===== config.mk =====
export PLATFORM = sky130hd
export DESIGN_NAME = ift_mem_xbar
export DESIGN_NICKNAME = d
export VERILOG_FILES = /design/src/rtl/ift_mem_xbar.sv
export SDC_FILE = /design/constraint.sdc
export NUM_CORES = 1
export LEC_CHECK = 0
export BUFFER_PORTS_ARGS = -buffer_cell sky130_fd_sc_hd__buf_4
export CAP_MARGIN = 20
export CORE_AREA = 8 8 564 566
export CTS_CLUSTER_SIZE = 24
export DETAILED_ROUTE_END_ITERATION = 10
export DIE_AREA = 0 0 572 574
export PLACE_DENSITY_LB_ADDON = 0.05
export SETUP_SLACK_MARGIN = 0.1
export SLEW_MARGIN = 40
export SYNTH_ARGS = -nofsm -noshare
export SYNTH_HDL_FRONTEND = slang
export SYNTH_SLANG_ARGS = --single-unit

===== constraint.sdc =====
create_clock -name clk_i -period 2.1 [get_ports clk_i]
set_input_delay 0.21 -clock clk_i [delete_from_list [all_inputs] [get_ports clk_i]]
set_output_delay 0.21 -clock clk_i [all_outputs]
set_load 0.02 [all_outputs]

===== src/rtl/ift_mem_xbar.sv =====
// ift_mem_xbar: taint-tracking N-port round-robin router to an SRAM window and MMIO, fixed-latency in-order responses.
// Optional MEM_XBAR_OOB_ERR_EN: addresses above the SRAM window are answered locally with err_o instead of reaching MMIO.
module ift_mem_xbar #(
  parameter int unsigned          NumPorts    = 2,
  parameter int unsigned          AddrWidth   = 32,
  parameter int unsigned          DataWidth   = 64,
  parameter logic [AddrWidth-1:0] SramBase    = 32'h8000_0000,
  parameter logic [AddrWidth-1:0] SramBytes   = 32'h0080_0000,
  parameter int unsigned          RespLatency = 1
) (
  input  logic                            clk_i,
  input  logic                            rst_i,
  input  logic [NumPorts-1:0]             req_i,
  input  logic [NumPorts-1:0]             req_i_t0,
  input  logic [NumPorts-1:0]             we_i,
  input  logic [NumPorts-1:0]             we_i_t0,
  input  logic [NumPorts*AddrWidth-1:0]   addr_i,
  input  logic [NumPorts*AddrWidth-1:0]   addr_i_t0,
  input  logic [NumPorts*DataWidth-1:0]   wdata_i,
  input  logic [NumPorts*DataWidth-1:0]   wdata_i_t0,
  input  logic [NumPorts*DataWidth/8-1:0] strb_i,
  input  logic [NumPorts*DataWidth/8-1:0] strb_i_t0,
  output logic [NumPorts-1:0]             gnt_o,
  output logic [NumPorts-1:0]             gnt_o_t0,
  output logic [NumPorts-1:0]             rvalid_o,
  output logic [NumPorts-1:0]             rvalid_o_t0,
  output logic [NumPorts*DataWidth-1:0]   rdata_o,
  output logic [NumPorts*DataWidth-1:0]   rdata_o_t0,
  output logic [NumPorts-1:0]             err_o,
  output logic                            sram_req_o,
  output logic                            sram_req_o_t0,
  output logic                            sram_we_o,
  output logic                            sram_we_o_t0,
  output logic [AddrWidth-1:0]            sram_addr_o,
  output logic [AddrWidth-1:0]            sram_addr_o_t0,
  output logic [DataWidth-1:0]            sram_wdata_o,
  output logic [DataWidth-1:0]            sram_wdata_o_t0,
  output logic [DataWidth-1:0]            sram_wmask_o,
  output logic [DataWidth-1:0]            sram_wmask_o_t0,
  input  logic [DataWidth-1:0]            sram_rdata_i,
  input  logic [DataWidth-1:0]            sram_rdata_i_t0,
  output logic                            mmio_req_o,
  output logic                            mmio_req_o_t0,
  output logic                            mmio_we_o,
  output logic                            mmio_we_o_t0,
  output logic [AddrWidth-1:0]            mmio_addr_o,
  output logic [AddrWidth-1:0]            mmio_addr_o_t0,
  output logic [DataWidth-1:0]            mmio_wdata_o,
  output logic [DataWidth-1:0]            mmio_wdata_o_t0,
  output logic [DataWidth/8-1:0]          mmio_strb_o,
  output logic [DataWidth/8-1:0]          mmio_strb_o_t0,
  input  logic [DataWidth-1:0]            mmio_rdata_i,
  input  logic [DataWidth-1:0]            mmio_rdata_i_t0
);

  localparam int unsigned StrbWidth = DataWidth / 8;
  localparam int unsigned IdW       = (NumPorts > 1) ? $clog2(NumPorts) : 1;
  localparam int unsigned ByteShift = $clog2(StrbWidth);
  localparam logic [AddrWidth:0] SramEnd = {1'b0, SramBase} + {1'b0, SramBytes};

  typedef enum logic {
    TGT_SRAM = 1'b0,
    TGT_MMIO = 1'b1
  } tgt_e;

  typedef struct packed {
    logic           valid;
    logic [IdW-1:0] id;
    tgt_e           tgt;
    logic           we;
    logic           oob;
    logic           addr_taint;
    logic           gnt_t0;
  } resp_t;

  logic [IdW-1:0] ptr_q, ptr_d;
  resp_t          pipe_q [RespLatency];
  resp_t          pipe_d [RespLatency];
  resp_t          resp;

  logic                 gnt_valid;
  logic [IdW-1:0]       gnt_id;
  logic [IdW-1:0]       cand;
  logic                 arb_taint;
  logic                 sel_req_t0, sel_we, sel_we_t0;
  logic [AddrWidth-1:0] sel_addr, sel_addr_t0;
  logic [DataWidth-1:0] sel_wdata, sel_wdata_t0;
  logic [StrbWidth-1:0] sel_strb, sel_strb_t0;
  logic                 sel_hit, sel_oob;
  logic [DataWidth-1:0] resp_rdata, resp_rdata_t0;

  // Round-robin search starting at ptr_q; reset suppresses any grant.
  always_comb begin
    gnt_valid = 1'b0;
    gnt_id    = '0;
    cand      = '0;
    for (int unsigned k = 0; k < NumPorts; k++) begin
      cand = IdW'((32'(ptr_q) + k) % NumPorts);
      if (!gnt_valid && req_i[cand] && !rst_i) begin
        gnt_valid = 1'b1;
        gnt_id    = cand;
      end
    end
    ptr_d = gnt_valid ? IdW'((32'(gnt_id) + 32'd1) % NumPorts) : ptr_q;
  end

  assign arb_taint    = |(req_i & req_i_t0);
  assign sel_req_t0   = req_i_t0[gnt_id];
  assign sel_we       = we_i[gnt_id];
  assign sel_we_t0    = we_i_t0[gnt_id];
  assign sel_addr     = addr_i[gnt_id*AddrWidth +: AddrWidth];
  assign sel_addr_t0  = addr_i_t0[gnt_id*AddrWidth +: AddrWidth];
  assign sel_wdata    = wdata_i[gnt_id*DataWidth +: DataWidth];
  assign sel_wdata_t0 = wdata_i_t0[gnt_id*DataWidth +: DataWidth];
  assign sel_strb     = strb_i[gnt_id*StrbWidth +: StrbWidth];
  assign sel_strb_t0  = strb_i_t0[gnt_id*StrbWidth +: StrbWidth];

  assign sel_hit = (sel_addr >= SramBase) && ({1'b0, sel_addr} < SramEnd);
`ifdef MEM_XBAR_OOB_ERR_EN
  assign sel_oob = !sel_hit && ({1'b0, sel_addr} >= SramEnd);
`else
  assign sel_oob = 1'b0;
`endif

  always_comb begin
    gnt_o    = '0;
    gnt_o_t0 = '0;
    if (gnt_valid) begin
      gnt_o[gnt_id]    = 1'b1;
      gnt_o_t0[gnt_id] = arb_taint;
    end
  end

  always_comb begin
    sram_req_o      = 1'b0;
    sram_req_o_t0   = 1'b0;
    sram_we_o       = 1'b0;
    sram_we_o_t0    = 1'b0;
    sram_addr_o     = '0;
    sram_addr_o_t0  = '0;
    sram_wdata_o    = '0;
    sram_wdata_o_t0 = '0;
    sram_wmask_o    = '0;
    sram_wmask_o_t0 = '0;
    mmio_req_o      = 1'b0;
    mmio_req_o_t0   = 1'b0;
    mmio_we_o       = 1'b0;
    mmio_we_o_t0    = 1'b0;
    mmio_addr_o     = '0;
    mmio_addr_o_t0  = '0;
    mmio_wdata_o    = '0;
    mmio_wdata_o_t0 = '0;
    mmio_strb_o     = '0;
    mmio_strb_o_t0  = '0;
    if (gnt_valid && !sel_oob) begin
      if (sel_hit) begin
        sram_req_o      = 1'b1;
        sram_req_o_t0   = sel_req_t0;
        sram_we_o       = sel_we;
        sram_we_o_t0    = sel_we_t0;
        sram_addr_o     = (sel_addr - SramBase) >> ByteShift;
        sram_addr_o_t0  = sel_addr_t0;
        sram_wdata_o    = sel_wdata;
        sram_wdata_o_t0 = sel_wdata_t0;
        for (int unsigned b = 0; b < StrbWidth; b++) begin
          sram_wmask_o[b*8 +: 8]    = {8{sel_strb[b]}};
          sram_wmask_o_t0[b*8 +: 8] = {8{sel_strb_t0[b]}};
        end
      end else begin
        mmio_req_o      = 1'b1;
        mmio_req_o_t0   = sel_req_t0;
        mmio_we_o       = sel_we;
        mmio_we_o_t0    = sel_we_t0;
        mmio_addr_o     = sel_addr;
        mmio_addr_o_t0  = sel_addr_t0;
        mmio_wdata_o    = sel_wdata;
        mmio_wdata_o_t0 = sel_wdata_t0;
        mmio_strb_o     = sel_strb;
        mmio_strb_o_t0  = sel_strb_t0;
      end
    end
  end

  always_comb begin
    pipe_d[0] = '0;
    if (gnt_valid) begin
      pipe_d[0].valid      = 1'b1;
      pipe_d[0].id         = gnt_id;
      pipe_d[0].tgt        = sel_hit ? TGT_SRAM : TGT_MMIO;
      pipe_d[0].we         = sel_we;
      pipe_d[0].oob        = sel_oob;
      pipe_d[0].addr_taint = |sel_addr_t0;
      pipe_d[0].gnt_t0     = arb_taint;
    end
    for (int unsigned s = 1; s < RespLatency; s++) begin
      pipe_d[s] = pipe_q[s-1];
    end
  end

  always_ff @(posedge clk_i or posedge rst_i) begin
    if (rst_i) begin
      ptr_q <= '0;
      for (int unsigned s = 0; s < RespLatency; s++) begin
        pipe_q[s] <= '0;
      end
    end else begin
      ptr_q <= ptr_d;
      for (int unsigned s = 0; s < RespLatency; s++) begin
        pipe_q[s] <= pipe_d[s];
      end
    end
  end

  assign resp          = pipe_q[RespLatency-1];
  assign resp_rdata    = (resp.tgt == TGT_SRAM) ? sram_rdata_i    : mmio_rdata_i;
  assign resp_rdata_t0 = (resp.tgt == TGT_SRAM) ? sram_rdata_i_t0 : mmio_rdata_i_t0;

  // A tainted address taints the whole response word, including writes and OOB replies.
  always_comb begin
    rvalid_o    = '0;
    rvalid_o_t0 = '0;
    rdata_o     = '0;
    rdata_o_t0  = '0;
    err_o       = '0;
    if (resp.valid) begin
      rvalid_o[resp.id]    = 1'b1;
      rvalid_o_t0[resp.id] = resp.gnt_t0;
`ifdef MEM_XBAR_OOB_ERR_EN
      err_o[resp.id]       = resp.oob;
`endif
      if (!resp.we && !resp.oob) begin
        rdata_o[resp.id*DataWidth +: DataWidth]    = resp_rdata;
        rdata_o_t0[resp.id*DataWidth +: DataWidth] = resp_rdata_t0;
      end
      if (resp.addr_taint) begin
        rdata_o_t0[resp.id*DataWidth +: DataWidth] = '1;
      end
    end
  end

endmodule


# --- Word level (Yosys, flattened, before mapping) ---
# Index checks and enable logic that the tools add are counted.
op_classes:
  addsub: 4
  magnitude_cmp: 8
  n_shift: 10
  muxes: 72
  n_bitwise: 5
  n_reduce_logical: 13
op_table:
  columns: ["op", "n"]
  rows:
  - ["64-bit 2-to-1 mux", 14]
  - ["128-bit 2-to-1 mux", 6]
  - ["128-bit bitwise AND", 2]
  - ["128-bit by 8-bit indexed part select with 64-bit output", 2]
  - ["64-bit by 34-bit indexed part select with 128-bit output", 2]
  - ["32-bit 2-to-1 mux", 6]
  - ["128-bit bitwise mux", 1]
  - ["64-bit by 34-bit variable shift with 128-bit output, first input constant", 1]
  - ["64-bit by 34-bit indexed part select with 128-bit output, first input constant", 1]
  - ["64-bit by 7-bit indexed part select with 32-bit output", 2]
  - ["29-bit 2-to-1 mux", 2]
  - ["7-bit negation with 34-bit output", 1]
  - ["32-bit >= comparator, second input constant", 1]
  - ["32-bit less-than comparator, second input constant", 1]
  - ["1-bit 2-to-1 mux", 32]
  - ["8-bit 2-to-1 mux", 4]
  - ["32-bit OR reduction", 1]
  - ["16-bit by 5-bit indexed part select with 8-bit output", 2]
  - ["32-bit subtractor, second input constant", 1]
  - ["1-bit by 2-bit less-than comparator with 1-bit output, second input constant", 4]
  - ["2-bit 2-to-1 mux", 4]
  - ["1-bit logical AND", 7]
  - ["7-bit 2-to-1 mux", 1]
  - ["2-bit bitwise AND", 3]
  - ["5 further kinds", 11]
word_totals:
  regBits: 8
  out_inout_bits: 802
  elab_cells: 120

# --- Logic depth before layout (Yosys ltp) ---
# Gate-level depths: netlist of the first run.
depth:
  depth_word: 14
  depth_mapped: 9

# --- Worst setup path before layout of the first run ---
# Ideal clock, no wire load.
synth_timing:
  path_type: "input -> output"
  start: "input port rst_i"
  end: "output port sram_wmask_o[10]"
  arrival_ns: 2.280
  path_slack_ns: -0.390
  stages: 9
  path_buffers: 5
  cell_sequence: "nand2b_1 > or2_1 > buf_2 > buf_6 > o31a_1 > buf_4 > buf_6 > nor3_2 > buf_4"
synth_between:
  elab_chain_len: 12
  word_cells_on_any_way: 16
synth_lines:
  columns: ["element", "line_no", "source"]
  rows:
  - ["from (decl)", "12", "input logic rst_i,"]
  - ["1-bit logical NOT (no line) (*)", null, null]
  - ["1-bit logical AND", "99", "if (!gnt_valid && req_i[cand] && !rst_i) begin"]
  - ["1-bit 2-to-1 mux", "99", null]
  - ["1-bit logical NOT", "99", null]
  - ["1-bit logical AND (2 in series)", "99", null]
  - ["1-bit 2-to-1 mux", "99", null]
  - ["64-bit by 7-bit indexed part select with 32-bit output", "111", "assign sel_addr = addr_i[gnt_id*AddrWidth +: AddrWidth];"]
  - ["32-bit >= comparator / 32-bit less-than comparator (equally long branches)", "118", "assign sel_hit = (sel_addr >= SramBase) && ({1'b0, sel_addr} < SramEnd);"]
  - ["1-bit logical AND", "118", null]
  - ["64-bit 2-to-1 mux", "156", "if (sel_hit) begin"]
  - ["64-bit 2-to-1 mux (*)", "155", "if (gnt_valid && !sel_oob) begin"]
  - ["to (decl)", "38", "output logic [DataWidth-1:0] sram_wmask_o,"]
# Mark *: on every way between the ends. The rest lies on a longest branch, timed or not.

# --- Worst setup path in the final report of the first run ---
layout_timing:
  start: "register ptr_q"
  end: "output port mmio_wdata_o_t0[48]"
layout_between:
  elab_chain_len: 13
  word_cells_on_any_way: 20
layout_lines:
  columns: ["element", "line_no", "source"]
  rows:
  - ["from (decl)", "76", "logic [IdW-1:0] ptr_q, ptr_d;"]
  - ["from (signal assigned)", "207", "ptr_q <= ptr_d;"]
  - ["1-bit 2-to-1 mux (not written as such) (2 in series)", "99", null]
  - ["1-bit logical AND", "99", null]
  - ["1-bit 2-to-1 mux", "99", null]
  - ["1-bit logical NOT", "99", null]
  - ["1-bit logical AND (2 in series)", "99", null]
  - ["1-bit 2-to-1 mux", "99", null]
  - ["64-bit by 7-bit indexed part select with 32-bit output", "111", null]
  - ["32-bit >= comparator / 32-bit less-than comparator (equally long branches)", "118", null]
  - ["1-bit logical AND", "118", null]
  - ["64-bit 2-to-1 mux", "156", null]
  - ["64-bit 2-to-1 mux (*)", "155", null]
  - ["to (decl)", "49", "output logic [DataWidth-1:0] mmio_wdata_o_t0,"]
# Mark *: on every way between the ends. The rest lies on a longest branch, timed or not. The select of a mux whose other input is x is not followed.

==> impl_metrics.ini, run 1 <==
[worst_setup_path]
worstSetupStartpoint = ptr_q$_DFFE_PP0N_
crit_fanout = 14
ff2ff_path_depth = 7
critPathCapture = mmio_wdata_o_t0[48]
start_kind = flop
cp_num_buf_inv = 4
path_delay_family = buffers and inverters
crit_type = flop to primary output
r2r_slack_ns = -0.21
arrival_ns = 2.34
cp-end-kind = primary output
r2r-end = pipe_q[1]$_DFF_PP0_
timing.rr.start = ptr_q$_DFFE_PP0N_
crit_top_cell = buf_16
max_stage_delay_ns = 0.39
cp.required_ns = 1.89
cp_cell_sequence = nor2b_4 -> or2_4 -> o31ai_4 -> buf_12 -> buf_16 -> buf_16 -> nor3_2 -> buf_4
path_depth = 8
cp_slowest_cell = o31ai_4

[synthesis]
synth-seq-area-share = 0.0171
yosys.area.top_type = mux2i_1
synth_ff_type = dfrtp_1
synth_top_area_frac = 0.328
async_reset_ff_frac = 1.00
syn_inst = 1507
ys_seq_elements = 7
avgSynthCellArea_um2 = 6.79
yosysMostFrequentCell = nor2_1
yosys-top-cells-area = mux2i_1 33%, nor3_2 19%, nor2_1 15%
ys_warn_count = 0
synth_edf_count = 0
synth_cell_types = 29
synth.cell_area_um2 = 10200
synthTopCellsByCount = 399 x nor2_1, 335 x mux2i_1, 211 x nor3_1

[timing]
timing.slew.headroom = 0.635
setup_ws_ns = -0.450
fin_crit_sh = 1.21
setup_viol = 575
finalCriticalPeriod_ns = 2.55
hold_viol_final = 0
fmax_mhz = 392
rsz0062_at_grt = yes
finalMaxSlewViolations = 0
worst-slew-pin-transition_ns = 0.544
finalClockSkew_ns = 0.00254

[placement]
place.gp.congestion = 0.728
dp.cells = 7186
dpl_cell_area_um2 = 28600
dpl.hpwl_mm = 158
io_buffers = 1469

[global_routing]
grt_pass1_vias = 19634
grt.overflow.total = 0
grt_pass1_wl_mm = 219
antenna_found_initial = 62
grt_max_degree = 66
grt.total_usage = 0.100

[cells_and_area]
syn2layout_area_growth_pct = 202
regArea_um2 = 186
multi_input_area_um2 = 9290
final_cells = 7277
design_area_um2 = 30900
drive_gt1_frac = 0.715
fillers = 36467
layout.nets = 3798

[routing]
antenna_left = 0
drtIter0Drc = 538
drcViolationCount = 0
totalWireLength_mm = 178
avgViaCountPerCell = 2.42
dr.pass1.iters = 4
vias = 17595
wl_per_cell_um = 24.5

[job]
drv_cap = 0

[clock_network]
cts-root-buf = clkbuf_16
htree_num_levels = 1
clock_sinks = 7
clockBufferDepth = 2
insertion_delay_ns = 0.23
clk_pin_slew_ns = 0.04
cts_buffers = 3
tritoncts = yes

[die]
die_x_um = 572
io_pins = 1484
core_area_um2 = 310000
die_area_um2 = 328000
start_util = 0.0330
die_height_um = 574
rows = 205

[min_path]
hold_path.class = primary input to async pin

[status]
status = complete, but fails checks
violations = setup timing

[power_and_ir_drop]
p_int_w = 0.00321
p_clk_frac = 0.048
p_per_area_nw_per_um2 = 215
seq_power_share = 0.028
power_switching_share = 0.517
p_leak_nw = 13.6
ir_drop_uv = 203
p_switching_w = 0.00343
power_frac_comb = 0.924
worst min path at each step:
stage	from	to	slack, ns	cells after the start
floorplan	rst_i	pipe_q[0]$_DFF_PP0_	0.02	1
global placement	rst_i	ptr_q$_DFFE_PP0N_	0.31	3
detailed placement	rst_i	ptr_q$_DFFE_PP0N_	0.30	3
CTS	rst_i	ptr_q$_DFFE_PP0N_	0.05	3
global route	rst_i	ptr_q$_DFFE_PP0N_	0.08	3
finish	rst_i	ptr_q$_DFFE_PP0N_	0.06	3
power by group through the flow:
stage          clock (W)  sequential, W  combinational, W
2_1_floorplan          0       0.000150           0.00228
3_3_place_gp           0       0.000191           0.00616
3_5_place_dp           0       0.000190           0.00611
4_1_cts         0.000335       0.000190           0.00636
5_1_grt         0.000340       0.000190           0.00660
6_report        0.000320       0.000185           0.00613
per-layer routing:
layer	routed length (µm)	track usage	part of all wire	vias to the layer above
met5	208	0	0.0012	-
met4	2350	0.0128	0.013	34
met3	17700	0.0414	0.099	109
met2	96300	0.197	0.54	953
met1	61800	0.0993	0.35	8182
li1	-	-	-	8317
worst reg2reg max path, delay by kind of cell, from the launching register on:
kind / cells / cell delay, ns
buf+inv: 3 / 0.72
simple gates: 2 / 0.39
mux: 1 / 0.39
flops: 1 / 0.38
compound gates: 1 / 0.31
cells in the final DEF, fill, tap and decap left out, types with 2 or more instances in the layout:
master / netlist / layout
a41o_1: 2 / 2
buf_6: 21 / 78
dfrtp_1: 7 / 4
clkbuf_16: 0 / 8
nand2b_2: 0 / 2
nor3_2: 199 / 255
mux2i_1: 335 / 307
inv_1: 5 / 5
conb_1: 1 / 14
nand2_1: 13 / 12
nor4_1: 14 / 10
nor3_4: 0 / 34
buf_12: 0 / 66
nor3_1: 211 / 121
nor4_2: 0 / 3
bufbuf_16: 0 / 5
buf_4: 129 / 1705
nand2b_4: 0 / 2
mux2i_2: 0 / 10
o2111a_1: 2 / 2
a21oi_1: 5 / 5
buf_16: 0 / 26
nor2_1: 399 / 399
mux2i_4: 0 / 18
nand3_1: 2 / 2
dfrtp_4: 0 / 3
diode_2: 0 / 22
buf_8: 0 / 4
cells by family (layout without fill, tap and decap cells):
family                 after synthesis  in the layout  share of synthesized area
AO/OA/AOI/OAI                       15             15                     0.0122
buffers and inverters              304           1899                      0.180
flip-flops                           7              7                     0.0171
multiplexers                       335            335                      0.328
other                                1             36                   0.000366
AND/OR/NAND/NOR                    845            845                      0.463
area by class of cell:
class,instances,share of cell area
repair buffers,1889,0.520
multi-input cells,1209,0.301
well taps,4140,0.168
flip-flops and latches,7,0.00604
clock buffers,4,0.00255
diodes,22,0.00178
inverters,6,0.00113
timing repair:
item	4_1_cts	5_1_grt
resized for setup	160	79
cloned	16	6
setup buffers	36	7
setup endpoints to repair	748	763
pin swaps	23	13
hold buffers	0	0
sequential cells by signal, indices dropped and copies added (netlist names):
name and count:
ptr_q 1, pipe_q 6
per-stage QoR:
stage | utilization | hold slack (ns) | setup WS, ns | total power (W) | TNS [ns]
global placement | 0.0921 | 0.311 | -0.845 | 0.00635 | -264.25
CTS | 0.0978 | 0.0549 | -0.466 | 0.00689 | -197.94
detailed placement | 0.0922 | 0.299 | -0.787 | 0.00630 | -251.60
finish | 0.0997 | 0.0556 | -0.450 | 0.00663 | -170.45
floorplan | - | 0.0202 | -0.158 | 0.00243 | -14.46
global route | 0.0996 | 0.0760 | -0.517 | 0.00714 | -234.05
No activity file was read; power rests on OpenSTA's default activity.
==> run 2: changes to the inputs <==
--- a/config.mk
+++ b/config.mk
@@ -13,6 +13,7 @@
 export DIE_AREA = 0 0 572 574
 export PLACE_DENSITY_LB_ADDON = 0.05
 export SETUP_SLACK_MARGIN = 0.1
+export SKIP_CTS_REPAIR_TIMING = 1
 export SLEW_MARGIN = 40
 export SYNTH_ARGS = -nofsm -noshare
 export SYNTH_HDL_FRONTEND = slang
==> run 2 against run 1 <==
Effect of this change: the run still ends with setup timing left; via count barely moved; clock power barely moved; register-to-register slack improved by 0.03 ns; maximum frequency fell by 0.24%; sequential cell count did not move; die area did not move; count of clock-buffer cells in the layout did not move; core utilization fell by 0.080 points; power rose by 1.0%; critical path depth did not move; cell area fell by 0.80%; critical endpoint is now sram_wmask_o[49].
==> impl_metrics.ini, run 2 (synthesis results as in run 1) <==
[status]
status = complete, but fails checks
violations = setup timing

[cells_and_area]
syn2layout_area_growth_pct = 199
largest_register = pipe_q
layout.nets = 3796
final_cells = 7279
mostFrequentLayoutCells = 1742 x buf_4, 399 x nor2_1, 293 x mux2i_1
drive_gt1_frac = 0.721
fillers = 36480
largest_register_ffs = 6
final_common_cell = buf_4
reg_top3 = pipe_q x6, ptr_q x1

[power_and_ir_drop]
p_per_area_nw_per_um2 = 219
p_leak_nw = 13.4
ir_drop_uv = 204

[worst_setup_path]
crit_top_cell = buf_12
path_delay_family = buffers and inverters
cp_slowest_cell = dfrtp_1
crit_fanout = 17
max_stage_delay_ns = 0.38
arrival_ns = 2.35
cp_cell_sequence = nor2b_4 -> or2_4 -> o31a_4 -> buf_12 -> buf_16 -> nor3_4 -> buf_12 -> buf_4
crit_type = flop to primary output
start_kind = flop
cp.required_ns = 1.89
cp-end-kind = primary output
cp_num_buf_inv = 4

[timing]
finalMaxSlewViolations = 0
fin_crit_sh = 1.22
fmax_mhz = 391
finalClockSkew_ns = 0.00254
hold_viol_final = 0
rsz0062_at_grt = yes
tns_ns = -156.49
worst-slew-pin-transition_ns = 0.548
finalCriticalPeriod_ns = 2.56
setup_viol = 574
timing.slew.headroom = 0.632
setup_ws_ns = -0.456

[routing]
drtIter0Drc = 540
drcViolationCount = 0
antenna_left = 0
wl_per_cell_um = 24.4
totalWireLength_mm = 178
avgViaCountPerCell = 2.42
dr.pass1.iters = 4
vias = 17579

[clock_network]
cts-root-buf = clkbuf_16
clockBufferDepth = 2
clock_sinks = 7
htree_num_levels = 1
insertion_delay_ns = 0.23
clk_pin_slew_ns = 0.04
cts_buffers = 3
tritoncts = yes

[global_routing]
grt_pass1_wl_mm = 215
grt_max_degree = 66
grt.total_usage = 0.0977
grt.overflow.total = 0
antenna_found_initial = 65
grt_pass1_vias = 19259

[die]
die_area_um2 = 328000
rows = 205
die_height_um = 574
die_x_um = 572
core_area_um2 = 310000
start_util = 0.0330
io_pins = 1484

[placement]
place_ws_ns = -0.787
dp.cells = 7186
place.gp.congestion = 0.728
io_buffers = 1469
dpl.hpwl_mm = 158

[min_path]
hold_path.class = primary input to async pin

[job]
drv_cap = 0
run 2: worst min-delay path, cell delays in order:
cell and delay (ns):
buf_4 0.12, inv_1 0.10, buf_4 0.19
run 2: cell type report:
type | count | area [µm²] | area share
well taps | 4140 | 5180 | 0.169
clock buffers | 4 | 78.8 | 0.00257
diodes | 26 | 65.1 | 0.00212
repair buffers | 1887 | 15700 | 0.512
flip-flops and latches | 7 | 186 | 0.00608
multi-input cells | 1209 | 9410 | 0.307
inverters | 6 | 30.0 | 0.000980
run 2: per-layer routing:
| layer | up-vias | part of all wire | global-route usage | wire (µm) |
|---|---|---|---|---|
| met5 | - | 0.0012 | 0 | 208 |
| met4 | 34 | 0.013 | 0.0101 | 2300 |
| met3 | 105 | 0.10 | 0.0414 | 17800 |
| met2 | 935 | 0.54 | 0.193 | 95800 |
| met1 | 8195 | 0.35 | 0.0967 | 61600 |
| li1 | 8310 | - | - | - |
run 2: worst paths after layout:
kind | from | slack (ns) | end | cells after the start
worst min-delay path | rst_i | 0.05 | ptr_q$_DFFE_PP0N_ | 3
max in group asynchronous | rst_i | 1.89 | pipe_q[4]$_DFF_PP0_ | 3
min in group clk_i | rst_i | 0.18 | pipe_q[0]$_DFF_PP0_ | 2
worst min register to register | ptr_q$_DFFE_PP0N_ | 0.56 | ptr_q$_DFFE_PP0N_ | 2
worst max register to register | ptr_q$_DFFE_PP0N_ | -0.18 | pipe_q[1]$_DFF_PP0_ | 7
worst max-delay path | ptr_q$_DFFE_PP0N_ | -0.46 | sram_wmask_o[49] | 8
run 2: where the power goes:
part / internal (W) / switching (W) / leakage (nW)
Clock: 0.000252 / 0.0000675 / 0.0383
Sequential: 0.000148 / 0.0000369 / 0.0834
Combinational: 0.00285 / 0.00335 / 13.3
Total: 0.00325 / 0.00345 / 13.4
run 2: metrics by stage:
stage | cell area [µm²] | total power, W | utilization | hold slack [ns]
finish | 30600 | 0.00670 | 0.0989 | 0.0549
global route | 30600 | 0.00720 | 0.0988 | 0.0761
CTS | 28600 | 0.00665 | 0.0924 | 0.0549
detailed placement | 28600 | 0.00630 | 0.0922 | 0.299
global placement | 28500 | 0.00635 | 0.0921 | 0.311
floorplan | 11000 | 0.00243 | - | 0.0202
